===== src/rtl/cpu_pkg.sv =====
// Shared CPU definitions: default datapath width, mul/div op encodings
// and the FSM state type for the sequential multiply/divide unit.
package cpu_pkg;

  localparam int DATA_WIDTH_DEFAULT = 32;

  localparam logic OP_MUL = 1'b0;
  localparam logic OP_DIV = 1'b1;

  typedef enum logic [1:0] {
    IDLE,
    RUN,
    DONE
  } state_t;

endpackage


===== src/rtl/nr_div_step.sv =====
// One non-restoring division iteration on magnitudes.
// The partial remainder is signed, one bit wider than the operands.
module nr_div_step #(
  parameter int W = 32
) (
  input  logic [W:0]   rem,
  input  logic [W-1:0] quo,
  input  logic [W-1:0] divisor,
  output logic [W:0]   rem_next,
  output logic [W-1:0] quo_next
);

  logic [W:0] shifted;

  // Shift the next dividend bit in, then subtract or add back depending on
  // the sign left by the previous step.
  assign shifted  = {rem[W-1:0], quo[W-1]};
  assign rem_next = rem[W] ? shifted + {1'b0, divisor} : shifted - {1'b0, divisor};
  assign quo_next = {quo[W-2:0], ~rem_next[W]};

endmodule


===== src/rtl/mul_div_unit.sv =====
// Sequential signed multiplier (radix-2 Booth) with an optional signed
// non-restoring divider, compiled only when MUL_DIV_DIVIDER_EN is defined.
module mul_div_unit
  import cpu_pkg::*;
#(
  parameter int DATA_WIDTH = DATA_WIDTH_DEFAULT
) (
  input  logic                  clock,
  input  logic                  clear,
  input  logic                  start,
  input  logic                  op,
  input  logic [DATA_WIDTH-1:0] a,
  input  logic [DATA_WIDTH-1:0] b,
  output logic                  busy,
  output logic                  done,
  output logic [DATA_WIDTH-1:0] zhi,
  output logic [DATA_WIDTH-1:0] zlo,
  output logic                  div_zero
);

  localparam int W     = DATA_WIDTH;
  localparam int CNT_W = $clog2(W);

  state_t           state;
  logic [CNT_W-1:0] count;
  logic [W:0]       acc;
  logic [W-1:0]     q;
  logic [W-1:0]     m;
  logic             q_1;
  logic             skip;

  // Booth accumulator carries one guard bit so -m of the most-negative
  // multiplicand does not overflow.
  logic [W:0]   m_ext;
  logic [W:0]   booth_sum;
  logic [W:0]   booth_acc_next;
  logic [W-1:0] booth_q_next;

  assign m_ext = {m[W-1], m};

  always_comb begin
    booth_sum = acc;
    case ({q[0], q_1})
      2'b01:   booth_sum = acc + m_ext;
      2'b10:   booth_sum = acc - m_ext;
      default: booth_sum = acc;
    endcase
  end

  assign booth_acc_next = {booth_sum[W], booth_sum[W:1]};
  assign booth_q_next   = {booth_sum[0], q[W-1:1]};

`ifdef MUL_DIV_DIVIDER_EN
  logic         op_reg;
  logic         neg_q;
  logic         neg_r;
  logic [W-1:0] a_mag;
  logic [W-1:0] b_mag;
  logic [W:0]   rem_next;
  logic [W-1:0] quo_next;
  logic [W-1:0] rem_fix;
  logic [W-1:0] div_q;
  logic [W-1:0] div_r;

  assign a_mag = a[W-1] ? -a : a;
  assign b_mag = b[W-1] ? -b : b;

  nr_div_step #(.W(W)) u_step (
    .rem      (acc),
    .quo      (q),
    .divisor  (m),
    .rem_next (rem_next),
    .quo_next (quo_next)
  );

  // Quotient sign follows the operand signs, remainder sign follows the dividend.
  assign rem_fix = rem_next[W] ? rem_next[W-1:0] + m : rem_next[W-1:0];
  assign div_q   = neg_q ? -quo_next : quo_next;
  assign div_r   = neg_r ? -rem_fix : rem_fix;
`endif

  always_ff @(posedge clock or posedge clear) begin
    if (clear) begin
      state    <= IDLE;
      busy     <= 1'b0;
      done     <= 1'b0;
      zhi      <= '0;
      zlo      <= '0;
      div_zero <= 1'b0;
      count    <= '0;
      acc      <= '0;
      q        <= '0;
      m        <= '0;
      q_1      <= 1'b0;
      skip     <= 1'b0;
`ifdef MUL_DIV_DIVIDER_EN
      op_reg   <= OP_MUL;
      neg_q    <= 1'b0;
      neg_r    <= 1'b0;
`endif
    end else begin
      done <= 1'b0;
      case (state)
        IDLE: begin
          if (start) begin
            state <= RUN;
            busy  <= 1'b1;
            count <= CNT_W'(W - 1);
            acc   <= '0;
            q_1   <= 1'b0;
            m     <= a;
            q     <= b;
            skip  <= (op == OP_DIV);
`ifdef MUL_DIV_DIVIDER_EN
            op_reg <= op;
            if (op == OP_DIV) begin
              // A zero divisor keeps the raw dividend in m for the remainder output.
              skip  <= (b == '0);
              m     <= (b == '0) ? a : b_mag;
              q     <= a_mag;
              neg_q <= a[W-1] ^ b[W-1];
              neg_r <= a[W-1];
            end
`endif
          end
        end

        RUN: begin
          if (skip) begin
            // No iterations: result is known at accept, finish on the next edge.
            state <= DONE;
            done  <= 1'b1;
            zlo   <= '0;
`ifdef MUL_DIV_DIVIDER_EN
            zhi      <= m;
            div_zero <= 1'b1;
`else
            zhi      <= '0;
            div_zero <= 1'b0;
`endif
          end else begin
            count <= count - 1'b1;
`ifdef MUL_DIV_DIVIDER_EN
            if (op_reg == OP_DIV) begin
              acc <= rem_next;
              q   <= quo_next;
            end else
`endif
            begin
              acc <= booth_acc_next;
              q   <= booth_q_next;
              q_1 <= q[0];
            end
            if (count == '0) begin
              state    <= DONE;
              done     <= 1'b1;
              div_zero <= 1'b0;
`ifdef MUL_DIV_DIVIDER_EN
              if (op_reg == OP_DIV) begin
                zhi <= div_r;
                zlo <= div_q;
              end else
`endif
              begin
                zhi <= booth_acc_next[W-1:0];
                zlo <= booth_q_next;
              end
            end
          end
        end

        DONE: begin
          state <= IDLE;
          busy  <= 1'b0;
        end

        default: begin
          state <= IDLE;
          busy  <= 1'b0;
        end
      endcase
    end
  end

endmodule


===== config.mk =====
export PLATFORM = sky130hd
export DESIGN_NAME = mul_div_unit
export DESIGN_NICKNAME = d
export VERILOG_FILES = /design/src/rtl/cpu_pkg.sv /design/src/rtl/nr_div_step.sv /design/src/rtl/mul_div_unit.sv
export SDC_FILE = /design/constraint.sdc
export NUM_CORES = 1
export LEC_CHECK = 0
export ABC_CLOCK_PERIOD_IN_PS = 6350
export CORE_UTILIZATION = 42
export DETAILED_ROUTE_END_ITERATION = 6
export PLACE_DENSITY = 0.76
export SETUP_SLACK_MARGIN = 0.4
export SKIP_CTS_REPAIR_TIMING = 1
export SYNTH_ARGS = -nofsm -noshare
export SYNTH_HDL_FRONTEND = slang
export SYNTH_SLANG_ARGS = --single-unit

===== constraint.sdc =====
create_clock -name clock -period 6.35 [get_ports clock]
set_clock_uncertainty 0.1 [all_clocks]
set_input_delay 0.635 -clock clock [delete_from_list [all_inputs] [get_ports clock]]
set_output_delay 0.635 -clock clock [all_outputs]
set_load 0.01 [all_outputs]

==> results of run 1 <==
## worst max path at each step
stage	startpoint	to	slack, ns	cells past startpoint
after floorplan	clear	acc[0]	0.98	1
final	m[5]	zhi[31]	1.41	17
after global placement	m[5]	zhi[31]	1.64	17
after CTS	m[5]	zhi[31]	1.45	17
after detailed placement	m[5]	zhi[31]	1.47	17
after global routing	m[5]	zhi[31]	1.03	17
## Yosys cell counts (2+ instances only)
cell       instances  area [sq um]
inv_1             27           101
nor2b_1            7          43.8
nor2_1            33           124
and2_1             4          25.0
a21o_1            11          82.6
a22o_1            67           587
or3_1              3          18.8
nand2_1          213           800
o21a_1             3          22.5
o31ai_1            3          22.5
a2bb2oi_1          3          26.3
buf_1             11          41.3
xor2_1             9          78.8
o21bai_1           4          30.0
nand2b_1          10          62.6
o21ai_0           61           305
o211ai_1           6          45.0
o2111ai_1          2          17.5
dfrtp_1          171          4280
nand3_1           12          60.1
a31oi_1            9          56.3
mux2_2             3          33.8
clkbuf_1          43           161
nor4_1             4          25.0
or2_2              2          12.5
buf_2              2          10.0
a21oi_1           61           305
a22oi_1           32           240
a32oi_1            7          61.3
nor3_1            17          85.1
xnor2_1           53           464
ha_1              36           450
and3_1             4          25.0
nand4_1            6          37.5
a211oi_1           2          15.0
## flip-flops by register name, indices dropped and copies added, names as in the netlist
| signal | count |
|---|---|
| acc | 32 |
| zlo | 32 |
| count | 5 |
| zhi | 32 |
| q | 32 |
| busy | 1 |
| q_1 | 1 |
| m | 32 |
| done | 1 |
| state | 2 |
| skip | 1 |
## critical path, delay by kind of cell, from the launching register on
kind / cells / cell delay (ns)
adders and majority gates: 1 / 0.40
AOI/OAI and AO/OA: 5 / 1.11
muxes: 1 / 0.38
DFF: 1 / 0.44
xor gates and xnor gates: 1 / 0.16
and+or+nand+nor: 9 / 2.22
## metal layers
layer	track usage, %	routed length, um	vias to the layer above
li1	-	-	3616
met1	29.1	10400	3516
met2	30.7	9690	207
met3	3.40	1160	30
met4	7.47	388	0
met5	0	0	-
## area by class of cell
class	instances	area share [%]
timing repair buffer	141	12.4
inverter	27	0.951
tap	275	3.08
multi-input combinational	710	39.6
clock buffer	17	3.80
sequential	171	38.3
clock inverter	15	1.90
## power breakdown
part	internal (mW)	switching, mW
registers	1.48	0.353
clock network	0.579	0.528
logic	1.51	2.11
## logic make-up after synthesis
group / Yosys count
muxes: 4
and+or+nand+nor: 325
DFF: 171
adders and majority gates: 37
buffers and inverters: 84
other: 1
xor gates and xnor gates: 62
AOI/OAI and AO/OA: 281
## cell usage in the layout (no fill, tap or decap), drive strengths merged, types with 4 or more instances in the layout
| cell type | count |
|---|---|
| a31oi | 9 |
| clkbuf | 17 |
| nand4 | 6 |
| inv | 35 |
| xor2 | 9 |
| a32oi | 7 |
| dfrtp | 171 |
| a22o | 67 |
| nor2 | 34 |
| and2 | 4 |
| buf | 8 |
| a21o | 11 |
| nand3 | 12 |
| o21ai | 61 |
| xnor2 | 53 |
| a22oi | 32 |
| nor4 | 5 |
| nor2b | 7 |
| and3 | 4 |
| nand2b | 10 |
| a21oi | 62 |
| nand2 | 213 |
| ha | 36 |
| o211ai | 6 |
| nor3 | 17 |
| o21bai | 4 |
| clkinv | 6 |
| clkdlybuf4s50 | 133 |
## through the flow
stage	power, mW	instance area (sq um)	hold slack, ns
final	6.56	11200	0.377
after global routing	7.07	11200	0.398
after CTS	6.57	11200	0.376
after detailed placement	5.44	10500	0.363
after global placement	5.36	10500	0.355
after floorplan	4.45	9010	0.346
==> flow_summary.ini, run 1 <==
[run_status]
status = completed

[die]
die-area_sq_um = 22000
start_util_pct = 42.9
fp.coreArea_sq_um = 21000
rows = 53
die_w_um = 148
die_h_um = 148
ios = 135

[worst_setup_path]
crit_chain = or4_4 -> nor4_4 -> nand2b_1 -> or2_4 -> nor4_1 -> nor2_1 -> xnor2_1 -> ha_1 -> nand4_1 -> nor2_1 -> o2111ai_1 -> a21oi_1 -> a211oi_1 -> o211ai_1 -> mux2_2 -> a311oi_1 -> nand2_1
r2r_start = m[5]
r2r_end = zhi[31]
arrival_ns = 5.16
path_class = reg -> reg
path_max_fanout = 7
required_ns = 6.57
crit_top_cell = nor2_1
critPathLaunchType = flop
cp_slowest_cell = or4_4
r2r_cells = 17
reg2reg_slack_ns = 1.41
crit_path_end_kind = flop
critical-path-max-stage-delay_ns = 0.59

[finish]
n_fill_cell = 1880
num_antenna_cells = 0
drive_above_1_share_pct = 5.46
multi_input_comb_area_sq_um = 4430
nets = 1173
fin_cells = 1356
syn2layout_area_growth_pct = 24.1
final-seq-area_sq_um = 4280
fin_util_pct = 53.2

[yosys]
synthFlopType = dfrtp_1
synthAdderAreaFrac_pct = 5.22
synthesis.area_sq_um = 9010
synth_seq_area_share_pct = 47.5
synth_edf_count = 0
synthCells = 965
synth_warnings = 0
synth-simple-area-share_pct = 15.9
synth_nets = 1070
synthMuxAreaShare_pct = 0.486
synth_compound_area_share_pct = 21.2
ys_seq_elements = 171
synth-async-reset-ratio_pct = 100
yosys.area_share.xor_xnor_pct = 6.03
syn_area_per_cell_sq_um = 9.34
synth_cell_type_count = 59
synth_top_family_by_area = compound AO/OA/AOI/OAI gates

[routing]
drt_iter0_markers = 517
drtAntennaViolNets = 0
wl_um = 21600
vias_per_cell = 5.43
firstDrtPassIters = 5
wire_per_inst_um = 16.0
drc = 0
num_vias = 7369

[sta]
post-route-period-util_pct = 77.8
clock.fmax_ghz = 0.202
rsz0062_at_grt = no
worstMarginPinSlew_ns = 1.16
final.setup.worst_slack_ns = 1.41
tns_ns = 0
maxSlewViolCount = 0
hold_viol_final = 0
setup_violations = 0
fin_crit_ns = 4.94
relSlewSlack_pct = 22.8

[clocking]
clkSinkCount = 171
clock_latency_ns = 0.45
path_clk_slew_ns = 0.08
cts_buffer_depth = 2
cts_tree = yes
htreeDepth = 4
cts_made_buffers = 17
root_buffer = clkbuf_16

[pwr]
cellLeakagePower_nw = 5.09
power_density_nw_per_um2 = 586
ir_drop_mv = 0.241

[global_routing]
grt_pass1_vias = 6950
grt_pass1_wl_um = 35200
grt_use_total_pct = 20.3
grt_max_degree = 109
antenna_found_initial = 0
overflow = 0

[hold_path]
worstHoldStart = state[1]
hold_end = busy
hold_path_class = reg -> reg
hold_depth = 1

[job]
cap_violations = 0

[placement]
dp.cells = 1324
detailed_place_hpwl_um = 15100
numPortBuffers = 133
routabilityCongestion = 0.920
pre_cts_slack_ns = 1.47
Power figures use the tool's default switching activity.
==> run 2: changes to the inputs <==
--- a/config.mk
+++ b/config.mk
@@ -5,10 +5,10 @@
 export SDC_FILE = /design/constraint.sdc
 export NUM_CORES = 1
 export LEC_CHECK = 0
-export ABC_CLOCK_PERIOD_IN_PS = 6350
+export ABC_CLOCK_PERIOD_IN_PS = 4300
 export CORE_UTILIZATION = 42
 export DETAILED_ROUTE_END_ITERATION = 6
-export PLACE_DENSITY = 0.76
+export PLACE_DENSITY = 0.78
 export SETUP_SLACK_MARGIN = 0.4
 export SKIP_CTS_REPAIR_TIMING = 1
 export SYNTH_ARGS = -nofsm -noshare
==> constraint.sdc (replaced) <==
create_clock -name clock -period 4.3 [get_ports clock]
set_clock_uncertainty 0.1 [all_clocks]
set_input_delay 0.43 -clock clock [delete_from_list [all_inputs] [get_ports clock]]
set_output_delay 0.43 -clock clock [all_outputs]
set_load 0.01 [all_outputs]
==> run 2 against run 1 <==
Compared with the run above:
- highest routed layer unchanged
- critical endpoint is now acc[31]
- final cell count is 2.7% higher
- clock power is 44% higher
- die area stayed put
- flip-flop and latch count stayed put
- non-clock buffer count is 36 higher
- power is 59% higher
- register-to-register slack worse by 1.6 ns
- wire length is 7.4% higher
- sequential share of layout area is 1.6 points lower
- hold slack better by 0.0047 ns
- combinational power is 70% higher
- the run now ends with setup timing left
- largest cell class unchanged
==> flow_summary.ini, run 2 (synthesis gave the netlist of run 1 again) <==
[die]
start_util_pct = 42.9
ios = 135
fp.coreArea_sq_um = 21000
die_h_um = 148
die-area_sq_um = 22000
die_w_um = 148
rows = 53

[run_status]
status = complete, but fails checks
violations = setup timing

[hold_path]
hold_end = zhi[1]
hold_depth = 2
hold_path_class = reg -> reg
worstHoldStart = zhi[1]

[global_routing]
grt_max_degree = 172
grt_pass1_wl_um = 37100
grt_use_total_pct = 21.4
overflow = 0
grt_pass1_vias = 7185
antenna_found_initial = 0

[routing]
firstDrtPassIters = 5
wire_per_inst_um = 16.7
drt_iter0_markers = 496
vias_per_cell = 5.49
wl_um = 23300
drtAntennaViolNets = 0
drc = 0
num_vias = 7644

[worst_setup_path]
crit_top_cell = buf_4
reg2reg_slack_ns = -0.21
r2r_cells = 19
r2r_end = acc[31]
critical-path-max-stage-delay_ns = 0.56
path_max_fanout = 3
arrival_ns = 4.78
crit_path_end_kind = flop
critPathLaunchType = flop
r2r_start = m[8]
path_class = reg -> reg
crit_chain = or4_4 -> nor4_4 -> nand2b_1 -> or2_4 -> nor4b_4 -> buf_4 -> buf_4 -> a21oi_1 -> xnor2_1 -> ha_1 -> a21oi_2 -> o21bai_1 -> a21o_1 -> and3_4 -> a211oi_2 -> o211ai_1 -> xor2_1 -> or4_1 -> nand3_1
cp_slowest_cell = or4_4
required_ns = 4.57

[finish]
layout_common_cells = 212 x nand2_1, 171 x dfrtp_1, 133 x clkdlybuf4s50_1, 67 x a22o_1
layout_commonest_cell = nand2_1
syn2layout_area_growth_pct = 29.7
drive_above_1_share_pct = 12.0
nets = 1209
num_antenna_cells = 0
fin_util_pct = 55.6

[sta]
final.setup.worst_slack_ns = -0.215
rsz0062_at_grt = yes
hold_viol_final = 0
worstMarginPinSlew_ns = 0.994
maxSlewViolCount = 0
setup_violations = 8
clock.fmax_ghz = 0.221
fin_crit_ns = 4.51
relSlewSlack_pct = 33.8
tns_ns = -0.919
post-route-period-util_pct = 105

[placement]
detailed_place_hpwl_um = 15800
numPortBuffers = 133
routabilityCongestion = 0.910

[clocking]
clock_latency_ns = 0.43
clkSinkCount = 171
htreeDepth = 4
cts_buffer_depth = 2
path_clk_slew_ns = 0.07
cts_tree = yes
cts_made_buffers = 17
root_buffer = clkbuf_16

[pwr]
power_density_nw_per_um2 = 894
cellLeakagePower_nw = 5.31
power_mw = 10.5
ir_drop_mv = 0.342

[job]
cap_violations = 0
run 2: cell count changes in the layout (fill, tap and decap cells not counted), sizes merged:
| cell | change |
|---|---|
| buf | +36 |
| clkinvlp | +2 |
| clkinv | +2 |
| inv | -4 |
run 2: worst max-delay path by stage:
| stage | from | endpoint | slack (ns) | depth (start not counted) |
|---|---|---|---|---|
| 2_1_floorplan | m[6] | zhi[31] | 0.12 | 18 |
| 3_3_place_gp | m[8] | zhi[31] | 0.005 | 19 |
| 3_5_place_dp | m[8] | zhi[31] | -0.09 | 18 |
| 4_1_cts | m[8] | zhi[31] | -0.16 | 19 |
| 5_1_grt | m[8] | zhi[31] | -0.40 | 19 |
| 6_report | m[8] | acc[31] | -0.21 | 19 |
run 2: layout make-up:
cell class | instances | area, sq um
sequential | 171 | 4280
multi-input combinational | 710 | 4650
tap | 275 | 344
inverter | 27 | 105
timing repair buffer | 177 | 1680
fill | 1872 | 9330
clock inverter | 15 | 201
clock buffer | 17 | 425
run 2: power by group:
| part | switching [mW] | leakage (nW) | internal (mW) |
|---|---|---|---|
| sequential | 0.527 | 2.21 | 2.19 |
| clock | 0.753 | 0.301 | 0.844 |
| combinational | 3.49 | 2.80 | 2.65 |
| total | 4.77 | 5.31 | 5.68 |
run 2: critical path: cells and delay by family (launching register included):
kind	cells	cell delay [ns]
flops	1	0.38
compound gates	6	0.87
xor+xnor	2	0.40
fa+ha+maj	1	0.31
buf+inv	2	0.27
simple gates	8	2.11
run 2: through the flow:
| stage | hold slack, ns | cells | cell area (sq um) | worst slack, ns |
|---|---|---|---|---|
| after floorplan | 0.346 | 965 | 9060 | 0.116 |
| after global placement | 0.363 | 1351 | 10800 | 0.00531 |
| after detailed placement | 0.366 | 1351 | 10800 | -0.0919 |
| after CTS | 0.390 | 1383 | 11400 | -0.155 |
| after global routing | 0.408 | 1392 | 11700 | -0.399 |
| final | 0.382 | 1392 | 11700 | -0.215 |
run 2: routing by layer:
metal	part of all wire, %	vias to the layer above	GRT usage (%)
met5	0	-	0
met4	1.0	0	5.41
li1	-	3692	-
met1	46	3707	30.6
met3	6.0	22	3.50
met2	47	223	33.6
==> run 3: changes to the inputs <==
--- a/config.mk
+++ b/config.mk
@@ -8,9 +8,11 @@
 export ABC_CLOCK_PERIOD_IN_PS = 4300
 export CORE_UTILIZATION = 42
 export DETAILED_ROUTE_END_ITERATION = 6
+export MAX_ROUTING_LAYER = met4
 export PLACE_DENSITY = 0.78
 export SETUP_SLACK_MARGIN = 0.4
 export SKIP_CTS_REPAIR_TIMING = 1
 export SYNTH_ARGS = -nofsm -noshare
 export SYNTH_HDL_FRONTEND = slang
 export SYNTH_SLANG_ARGS = --single-unit
+export TNS_END_PERCENT = 50
==> run 3 against run 2 <==
Compared with the run above:
- the run still ends with setup timing left
- maximum frequency rose by 3.1%
- flip-flop and latch count did not move
- non-clock buffer count rose by 7
- clock-buffer cell count did not move
- register-to-register slack improved by 0.13 ns
==> flow_summary.ini, run 3 (synthesis gave the netlist of run 1 again) <==
[sta]
post-route-period-util_pct = 102
setup_violations = 1
rsz0062_at_grt = yes
hold_viol_final = 0
clock.fmax_ghz = 0.228
fin_crit_ns = 4.38
whs_ns = 0.260
maxSlewViolCount = 0
final.setup.worst_slack_ns = -0.0805
relSlewSlack_pct = 47.9
worstMarginPinSlew_ns = 0.781
tns_ns = -0.0805

[global_routing]
grt_pass1_wl_um = 36500
grt_pass1_vias = 7199
overflow = 0
grt_use_total_pct = 21.6
antenna_found_initial = 0
grt_max_degree = 75

[finish]
layout_common_cells = 211 x nand2_1, 171 x dfrtp_1, 133 x clkdlybuf4s50_1, 67 x a22o_1, 53 x xnor2_1
drive_above_1_share_pct = 11.6
syn2layout_area_growth_pct = 29.8
nets = 1216
fin_util_pct = 55.6
num_antenna_cells = 0
layout_commonest_cell = nand2_1

[routing]
vias_per_cell = 5.43
firstDrtPassIters = 5
drc = 0
num_vias = 7595
drtAntennaViolNets = 0
wl_um = 22600
drt_iter0_markers = 428
wire_per_inst_um = 16.2

[worst_setup_path]
path_max_fanout = 4
r2r_cells = 19
path_class = reg -> reg
critical-path-max-stage-delay_ns = 0.56
r2r_end = acc[31]
reg2reg_slack_ns = -0.08
crit_chain = or4_4 -> nor4_4 -> nand2b_1 -> or2_4 -> nor4b_4 -> buf_4 -> nand2_4 -> nor2_4 -> buf_6 -> a21oi_1 -> xnor2_1 -> ha_1 -> a21o_1 -> a21o_1 -> a21oi_1 -> o211ai_1 -> xor2_1 -> or4_1 -> nand3_1
critPathLaunchType = flop
r2r_start = m[5]
arrival_ns = 4.65
cp_slowest_cell = or4_4
cp_num_buf_inv = 2
crit_path_end_kind = flop
cp_top_family = simple AND/OR/NAND/NOR gates
required_ns = 4.57

[die]
die_h_um = 148
ios = 135
rows = 53
start_util_pct = 42.9
fp.coreArea_sq_um = 21000
die-area_sq_um = 22000
die_w_um = 148

[pwr]
cellLeakagePower_nw = 5.33
ir_drop_mv = 0.369
power_density_nw_per_um2 = 883

[run_status]
status = complete, but fails checks
violations = setup timing

[clocking]
cts_tree = yes
path_clk_slew_ns = 0.08
root_buffer = clkbuf_16
clock_latency_ns = 0.44
cts_made_buffers = 17
cts_buffer_depth = 2
clkSinkCount = 171
htreeDepth = 4

[placement]
pre_cts_slack_ns = -0.164
routabilityCongestion = 0.878
detailed_place_hpwl_um = 15900
numPortBuffers = 133

[job]
cap_violations = 0

[hold_path]
hold_path_class = in -> async
==> run 3: cell types whose count changed in the layout (fill, tap and decap cells not counted), sizes merged <==
| cell | previous run | this run |
|---|---|---|
| clkinvlp | 2 | 1 |
| bufinv | 1 | 0 |
| inv | 31 | 34 |
| clkinv | 8 | 7 |
| buf | 44 | 51 |
==> run 3: worst reg2reg max path: cells and delay by family (launching register included) <==
| kind | cells | cell delay, ns |
|---|---|---|
| AND/OR/NAND/NOR | 9 | 2.00 |
| AO/OA/AOI/OAI | 5 | 0.74 |
| XOR/XNOR | 2 | 0.47 |
| flip-flops | 1 | 0.38 |
| adder cells (fa/ha/maj) | 1 | 0.31 |
| buffers and inverters | 2 | 0.30 |
==> run 3: metrics by stage <==
step / total power [mW] / std cells / cell area (sq um)
2_1_floorplan: 6.57 / 965 / 9010
3_3_place_gp: 8.29 / 1362 / 10900
3_5_place_dp: 8.44 / 1362 / 10900
4_1_cts: 10.1 / 1394 / 11500
5_1_grt: 11.2 / 1399 / 11700
6_report: 10.3 / 1399 / 11700
==> run 3: power breakdown <==
group          switching [mW]  internal (mW)
logic                    3.39           2.63
registers               0.513           2.19
clock network           0.799          0.808
total                    4.70           5.63
==> run 3: layout make-up <==
type / instances / area (sq um)
repair buffers: 184 / 1760
fillers: 1847 / 9320
clock inverters: 15 / 206
clock buffers: 17 / 425
inverters: 27 / 105
well taps: 275 / 344
multi-input cells: 710 / 4580
flip-flops and latches: 171 / 4280
==> run 3: how the worst max path moves through the flow <==
| stage | start | endpoint | slack (ns) | depth (start not counted) |
|---|---|---|---|---|
| finish | m[5] | acc[31] | -0.08 | 19 |
| detailed placement | m[5] | acc[31] | -0.16 | 18 |
| global placement | m[5] | acc[31] | -0.1 | 18 |
| global route | m[5] | acc[31] | -0.39 | 20 |
| floorplan | m[5] | zhi[31] | -0.11 | 18 |
| CTS | m[5] | acc[31] | -0.19 | 18 |
==> run 3: metal layers <==
layer,vias to the layer above,share of wire [%],GRT usage [%]
met1,3677,48,29.7
met4,0,1.2,5.98
met5,-,0,-
met3,21,5.3,4.29
li1,3697,-,-
met2,200,46,32.2
